`config.mk`:
```
export PLATFORM = sky130hd
export DESIGN_NAME = apb_master_arbiter
export DESIGN_NICKNAME = d
export VERILOG_FILES = /design/src/rtl/apb_master_arbiter.sv
export SDC_FILE = /design/constraint.sdc
export NUM_CORES = 1
export LEC_CHECK = 0
export CORE_ASPECT_RATIO = 1.4
export CORE_MARGIN = 5
export CORE_UTILIZATION = 25
export CTS_CLUSTER_DIAMETER = 30
export DETAILED_ROUTE_END_ITERATION = 10
export HOLD_SLACK_MARGIN = 0.03
export SETUP_SLACK_MARGIN = 0.5
export SLEW_MARGIN = 20
export SYNTH_ARGS = -nofsm -noshare
export SYNTH_HDL_FRONTEND = slang
export SYNTH_SLANG_ARGS = --single-unit
export TNS_END_PERCENT = 100
```
`constraint.sdc`:
```
create_clock -name PCLK -period 1.9 [get_ports PCLK]
set_input_delay 0.57 -clock PCLK [delete_from_list [all_inputs] [get_ports PCLK]]
set_output_delay 0.57 -clock PCLK [all_outputs]
set_load 0.03 [all_outputs]
```
`src/rtl/apb_master_arbiter.sv`:
```
// apb_master_arbiter: two-requester round-robin APB master.
// Requesters use a REQ/ACK handshake; the winner's command is run through the
// APB SETUP/ACCESS sequence, and read data plus a one-cycle ACK are returned.
// Optional macro APB_ARB_TIMEOUT_EN adds an ACCESS-phase wait limit that
// aborts the transfer with ACK+ERR once TIMEOUT_CYCLES wait cycles elapse.
module apb_master_arbiter #(
  parameter int ADDR_W         = 5,
  parameter int DATA_W         = 8,
  parameter int TIMEOUT_CYCLES = 255
) (
  input  logic              PCLK,
  input  logic              PRESET,
  input  logic              REQ0,
  input  logic [ADDR_W-1:0] ADDR0,
  input  logic              WRITE0,
  input  logic [DATA_W-1:0] WDATA0,
  output logic              ACK0,
  output logic [DATA_W-1:0] RDATA0,
  output logic              ERR0,
  input  logic              REQ1,
  input  logic [ADDR_W-1:0] ADDR1,
  input  logic              WRITE1,
  input  logic [DATA_W-1:0] WDATA1,
  output logic              ACK1,
  output logic [DATA_W-1:0] RDATA1,
  output logic              ERR1,
  output logic              PSEL,
  output logic              PENABLE,
  output logic              PWRITE,
  output logic [ADDR_W-1:0] PADDR,
  output logic [DATA_W-1:0] PWDATA,
  input  logic [DATA_W-1:0] PRDATA,
  input  logic              PREADY,
  output logic              BUSY,
  output logic              GRANT
);

  typedef enum logic [1:0] {
    ST_IDLE,
    ST_SETUP,
    ST_ACCESS
  } state_t;

  state_t              state_q;
  logic                psel_q;
  logic                penable_q;
  logic                pwrite_q;
  logic [ADDR_W-1:0]   paddr_q;
  logic [DATA_W-1:0]   pwdata_q;
  logic [1:0]          ack_q;
  logic [DATA_W-1:0]   rdata0_q;
  logic [DATA_W-1:0]   rdata1_q;
  logic                busy_q;
  logic                grant_q;   // also serves as the last-grant register

  logic                req_any;
  logic                win_d;
  logic [ADDR_W-1:0]   addr_d;
  logic                write_d;
  logic [DATA_W-1:0]   wdata_d;

`ifdef APB_ARB_TIMEOUT_EN
  localparam int CNT_W = ($clog2(TIMEOUT_CYCLES + 1) > 8) ? $clog2(TIMEOUT_CYCLES + 1) : 8;
  localparam logic [CNT_W-1:0] WAIT_LIM = CNT_W'(TIMEOUT_CYCLES);
  logic [CNT_W-1:0]    wait_q;
  logic [1:0]          err_q;
`else
  localparam int unused_timeout_cycles = TIMEOUT_CYCLES;
`endif

  // Round-robin pick and mux of the winner's command fields.
  always_comb begin
    req_any = REQ0 | REQ1;
    win_d   = grant_q;
    if (REQ0 && REQ1) begin
      win_d = ~grant_q;
    end else if (REQ0) begin
      win_d = 1'b0;
    end else if (REQ1) begin
      win_d = 1'b1;
    end
    addr_d  = win_d ? ADDR1  : ADDR0;
    write_d = win_d ? WRITE1 : WRITE0;
    wdata_d = win_d ? WDATA1 : WDATA0;
  end

  // Arbitration / APB sequencing FSM with all outputs registered.
  always_ff @(posedge PCLK or posedge PRESET) begin
    if (PRESET) begin
      state_q   <= ST_IDLE;
      psel_q    <= 1'b0;
      penable_q <= 1'b0;
      pwrite_q  <= 1'b0;
      paddr_q   <= '0;
      pwdata_q  <= '0;
      ack_q     <= '0;
      rdata0_q  <= '0;
      rdata1_q  <= '0;
      busy_q    <= 1'b0;
      grant_q   <= 1'b1;
`ifdef APB_ARB_TIMEOUT_EN
      wait_q    <= '0;
      err_q     <= '0;
`endif
    end else begin
      ack_q <= '0;
`ifdef APB_ARB_TIMEOUT_EN
      err_q <= '0;
`endif
      unique case (state_q)
        ST_IDLE: begin
          // A completion pulse in flight forces one dead cycle before sampling.
          if ((ack_q == 2'b00) && req_any) begin
            grant_q  <= win_d;
            paddr_q  <= addr_d;
            pwrite_q <= write_d;
            pwdata_q <= wdata_d;
            psel_q   <= 1'b1;
            busy_q   <= 1'b1;
            state_q  <= ST_SETUP;
          end
        end
        ST_SETUP: begin
          penable_q <= 1'b1;
          state_q   <= ST_ACCESS;
`ifdef APB_ARB_TIMEOUT_EN
          wait_q    <= '0;
`endif
        end
        ST_ACCESS: begin
          if (PREADY) begin
            psel_q         <= 1'b0;
            penable_q      <= 1'b0;
            busy_q         <= 1'b0;
            ack_q[grant_q] <= 1'b1;
            state_q        <= ST_IDLE;
            if (!pwrite_q) begin
              if (grant_q) rdata1_q <= PRDATA;
              else         rdata0_q <= PRDATA;
            end
`ifdef APB_ARB_TIMEOUT_EN
          end else if (wait_q == WAIT_LIM) begin
            psel_q         <= 1'b0;
            penable_q      <= 1'b0;
            busy_q         <= 1'b0;
            ack_q[grant_q] <= 1'b1;
            err_q[grant_q] <= 1'b1;
            state_q        <= ST_IDLE;
          end else begin
            wait_q <= wait_q + CNT_W'(1);
`endif
          end
        end
        default: state_q <= ST_IDLE;
      endcase
    end
  end

  assign PSEL    = psel_q;
  assign PENABLE = penable_q;
  assign PWRITE  = pwrite_q;
  assign PADDR   = paddr_q;
  assign PWDATA  = pwdata_q;
  assign ACK0    = ack_q[0];
  assign ACK1    = ack_q[1];
  assign RDATA0  = rdata0_q;
  assign RDATA1  = rdata1_q;
  assign BUSY    = busy_q;
  assign GRANT   = grant_q;
`ifdef APB_ARB_TIMEOUT_EN
  assign ERR0    = err_q[0];
  assign ERR1    = err_q[1];
`else
  assign ERR0    = 1'b0;
  assign ERR1    = 1'b0;
`endif

endmodule

```
# Yosys cells after proc, flatten, opt, wreduce, memory -nomap -nowiden
# Index checks and enable logic that the tools add are counted.
# Widths: inputs -> output; s select.
[totals] latchBits=0 output_inout_bits=38 register_bits=37 ram_bits=0 wordCells=49 input_bits=41 memories=0 mem_bits_ro=0
[classes] n_addsub=0 n_div=0 shifts=0 eq_ne=4 n_reduce_logical=13 n_bitwise=3 order_cmp=2 mul=0 muxes=17
[op_table] op="$mux 2" n=4
[op_table] op="$mux 8" n=1
[op_table] op="$reduce_and 4->1" n=2
[op_table] op="$mux 1" n=7
[op_table] op="$pmux 2 s3" n=1
[op_table] op="$reduce_and 2->1" n=3
[op_table] op="$mux 5" n=1
[op_table] op="$logic_not 2->1" n=2
[op_table] op="$ne 2x2->1 const B" n=2
[op_table] op="$pmux 1 s2" n=2
[op_table] op="$reduce_bool 2->1" n=2
[op_table] op="$logic_and 1x1->1" n=3
[op_table] op="$reduce_and 3->1" n=1
[op_table] op="$eq 2x1->1 const B" n=1
[op_table] op="$eq 2x2->1 const B" n=1
[op_table] op="$lt 1x2->1 const B" n=1
[op_table] op="$not 1->1" n=2
[op_table] op="$demux 1 s1" n=1
[op_table] op="$ge 1x1->1 const B" n=1
[op_table] op="$or 1x1->1" n=1

# Longest topological paths before layout
[logic_depth] ltp_word=6 mapped_depth=6 mapped_depth_nobuf=3

# Worst setup path after synthesis
# Ideal clock, no wire load.
[synth_timing] path_type="register to register" start="register grant_q, in the netlist GRANT" end="register rdata1_q[0], in the netlist RDATA1[0]" setup_time_ps=125 required_ps=1775 path_stages_with_launch=5 path_slack_ps=56 arrival_time_ps=1719 synth_period_minus_slack_ps=1844 path_buffers=2 path_cell_list="dfstp_2 > buf_2 > or4b_4 > buf_6 > mux2_4"
[synth_via] elab_chain_cells=1
[synth_lines] element="from (decl)" line="54" rtl="logic grant_q;"
[synth_lines] element="from (signal assigned)" line="114" rtl="grant_q <= win_d;"
[synth_lines] element="$reduce_and 4->1 (no source line)"
[synth_lines] element="to (signal assigned)" line="98" rtl="rdata1_q <= '0;"
[synth_lines] element="to (signal assigned)" line="138" rtl="if (grant_q) rdata1_q <= PRDATA;"
[synth_lines] element="to (decl)" line="52" rtl="logic [DATA_W-1:0] rdata1_q;"
# Every way passes these cells.
# A chain may end at the register's enable or synchronous reset.

# Final worst setup path
[layout_timing] start="register pwrite_q, in the netlist PWRITE" end="register rdata1_q[0], in the netlist RDATA1[0]"
[layout_via] elab_chain_cells=2
[layout_lines] element="from (decl)" line="47" rtl="logic pwrite_q;"
[layout_lines] element="from (signal assigned)" line="116" rtl="pwrite_q <= write_d;"
[layout_lines] element="$not 1->1 (no source line)"
[layout_lines] element="$reduce_and 4->1 (no source line)"
# Every way passes these cells.

==> out/metrics.cfg <==
[power_and_ir_drop]
combPwrFrac=0.643
p_switching_mw=2.34
irDropWorstVdd_mv=0.724
swShare=0.388
power_leakage_nw=1.54
power.share.sequential=0.247
power_density_nw_per_um2=1790
clkPwrFrac=0.110
internal-power_mw=3.71

[clock_network]
cts_max_level=2
hold_buffers=0
clk_latency_ns=0.28
cts_sinks=37
cts_root_buffer=clkbuf_8
cts_tree=built
worst_setup_hold_path_clk_slew_ns=0.08
cts_max_path_buffers=2
cts_buffers=5

[logic_synthesis]
ys_ff_latch=37
synth_area_um2=1700
yosys_warnings=0
synth_compound_area_frac=0.150
ys_seq_area_frac=0.547
syn_inst=147
synth_top_family_by_area=compound AO/OA/AOI/OAI gates
synthMuxAreaShare=0.130
synth_adder_area_share=0
syn_area_per_cell_um2=11.5
synthSimpleGateAreaFrac=0.119
synth_xor_area_frac=0
netlist-cell-type-count=25

[setup_path]
rr_worst_depth=3
cp_max_fo=8
cp-end-kind=flop
cpPeakStageDelay_ns=0.62
cp_top_family=simple AND/OR/NAND/NOR gates
rrSetupSlack_ns=0.29
critPathArrivalTime_ns=1.77
start_kind=flop
worstPathRequired_ns=2.06
crit_chain=buf_6 > or4b_4 > mux2_4
crit-reg2reg-launch=PWRITE
crit_path_top_delay_cell=or4b_4
r2r_end=RDATA1[0]
critical_path_class=flop to flop
worst-path-buf-inv=1

[timing]
fin_tns_setup_ns=0
report.final.slew_viol_count=0
max_freq_mhz=622
hold_viol_final=0
fin_crit_sh=0.847
min_period_ns=1.61
setup_viol=0
fin_worst_skew_ns=0.00613
rsz0062_at_grt=true
worst_slack_ns=0.291

[drt]
drt_iter0_drc=25
drt-total-wl_mm=5.63
avgViaCountPerCell=4.49
drc=0
top_layer_used=met4
vias=1673
dr_wl_met2_mm=3.26
drt-met1-wl_mm=2.03
met3WireLength_um=302
wire_per_inst_um=15.1
dr.pass1.iters=4
ant_nets=0

[floorplanning]
start_util=0.256
chipHeight_um=107
die-area_um2=8550
die_w_um=79.6
core_area_um2=6610
io_pins=79
rows=35

[grt]
grt_pass1_wl_mm=8.14
grt_max_degree=19
antenna_found_initial=0
grt_pass1_vias=1698
grt.overflow.total=0
grt_usage=0.124

[finish]
fill_cells=604
syn2layout_area_growth_pct=99.2
final_cell_mix=47 x buf_4, 46 x buf_6, 37 x clkdlybuf4s50_1, 34 x dfrtp_1, 17 x a21oi_1
num-nets-final=321
final_common_cell=buf_4
seqCellArea_um2=930
diodes=0
layout-drive-gt1-share=0.548
multi_input_area_um2=816

[place]
post-place-ws_ns=-0.351
place.gp.congestion=0.714
place_hpwl_mm=3.75
portBuffers=76

[hold_path]
min-delay-start=RDATA1[6]
hold_path_depth=1
holdPathEnd=RDATA1[6]
holdCritPathClass=flop to flop

[status]
status=finished clean

[job]
drv_cap=0

-- cell families after synthesis --
| kind of cell | after synthesis |
|---|---|
| and+or+nand+nor | 28 |
| DFF | 37 |
| AOI/OAI and AO/OA | 47 |
| other | 1 |
| muxes | 17 |
| buffers and inverters | 17 |
-- worst register-to-register path, stage by stage, from the launching register on --
cell	delay, ns
dfrtp_1	0.41
buf_6	0.13
or4b_4	0.62
mux2_4	0.34
-- power groups by stage --
| stage | logic [mW] | clock network [mW] | registers, mW |
|---|---|---|---|
| 2_1_floorplan | 0.999 | 0 | 2.12 |
| 3_3_place_gp | 2.80 | 0 | 1.46 |
| 3_5_place_dp | 2.83 | 0 | 1.46 |
| 6_report | 3.89 | 0.666 | 1.49 |
| 4_1_cts | 3.40 | 0.691 | 1.49 |
| 5_1_grt | 4.11 | 0.722 | 1.55 |
-- timing repair --
| action | in CTS | in global routing |
|---|---|---|
| cloned | 1 | 1 |
| gates resized for setup | 257 | 52 |
| setup buffers | 24 | 19 |
| pin swaps | 3 | 17 |
| setup endpoints to repair | 70 | 68 |
-- worst max-delay path by stage --
| stage | startpoint | to | slack [ns] | cells past startpoint |
|---|---|---|---|---|
| 4_1_cts | GRANT | GRANT | 0.28 | 2 |
| 6_report | PWRITE | RDATA1[0] | 0.29 | 3 |
| 3_3_place_gp | PREADY | RDATA1[1] | -0.32 | 4 |
| 2_1_floorplan | GRANT | RDATA1[0] | 0.12 | 4 |
| 3_5_place_dp | PREADY | RDATA1[1] | -0.35 | 4 |
| 5_1_grt | GRANT | GRANT | 0.25 | 2 |
-- stage by stage --
| step | util | cell area (µm²) | power (mW) | hold slack (ns) | instances |
|---|---|---|---|---|---|
| 2_1_floorplan | - | 1760 | 3.12 | 0.529 | 148 |
| 3_3_place_gp | 0.409 | 2710 | 4.25 | 0.498 | 320 |
| 3_5_place_dp | 0.409 | 2710 | 4.30 | 0.497 | 320 |
| 4_1_cts | 0.467 | 3090 | 5.58 | 0.541 | 353 |
| 5_1_grt | 0.511 | 3380 | 6.38 | 0.565 | 373 |
| 6_report | 0.511 | 3380 | 6.05 | 0.547 | 373 |
-- sequential cells by signal, summed over array words and instances, names as in the netlist --
signal   cells
PADDR        5
PWDATA       8
ack_q        2
RDATA0       8
RDATA1       8
state_q      2
PENABLE      1
GRANT        1
BUSY         1
PWRITE       1
-- cell usage after synthesis, drive strengths merged --
cell    number  area share
conb         1      0.0022
nand2        1      0.0066
clkbuf       6       0.013
o21ai       15       0.044
and2         1      0.0037
dfstp        1       0.016
or2          1      0.0037
buf          9       0.035
nor3         1      0.0029
nor3b        1      0.0044
mux2        16        0.12
nand3       14       0.041
inv          2      0.0044
a21oi       17       0.050
nand2b       3       0.011
dfrtp       36        0.53
mux2i        1      0.0059
or2b         1      0.0044
a31oi       15       0.055
or4b         1      0.0081
nor4         2       0.025
nor2b        2      0.0074
-- routing by layer --
layer  vias up  track usage
met1       822        0.134
met4         0       0.0344
met5         -            0
met2        56        0.232
li1        793            -
met3         2       0.0310
-- area by class of cell --
type,count,area share
Timing Repair Buffer,140,0.413
Inverter,2,0.00333
Clock buffer,6,0.0215
Sequential cell,37,0.275
Clock inverter,2,0.0115
Tap cell,92,0.0341
Multi-Input combinational cell,94,0.242
No activity file was read; power rests on OpenSTA's default activity.
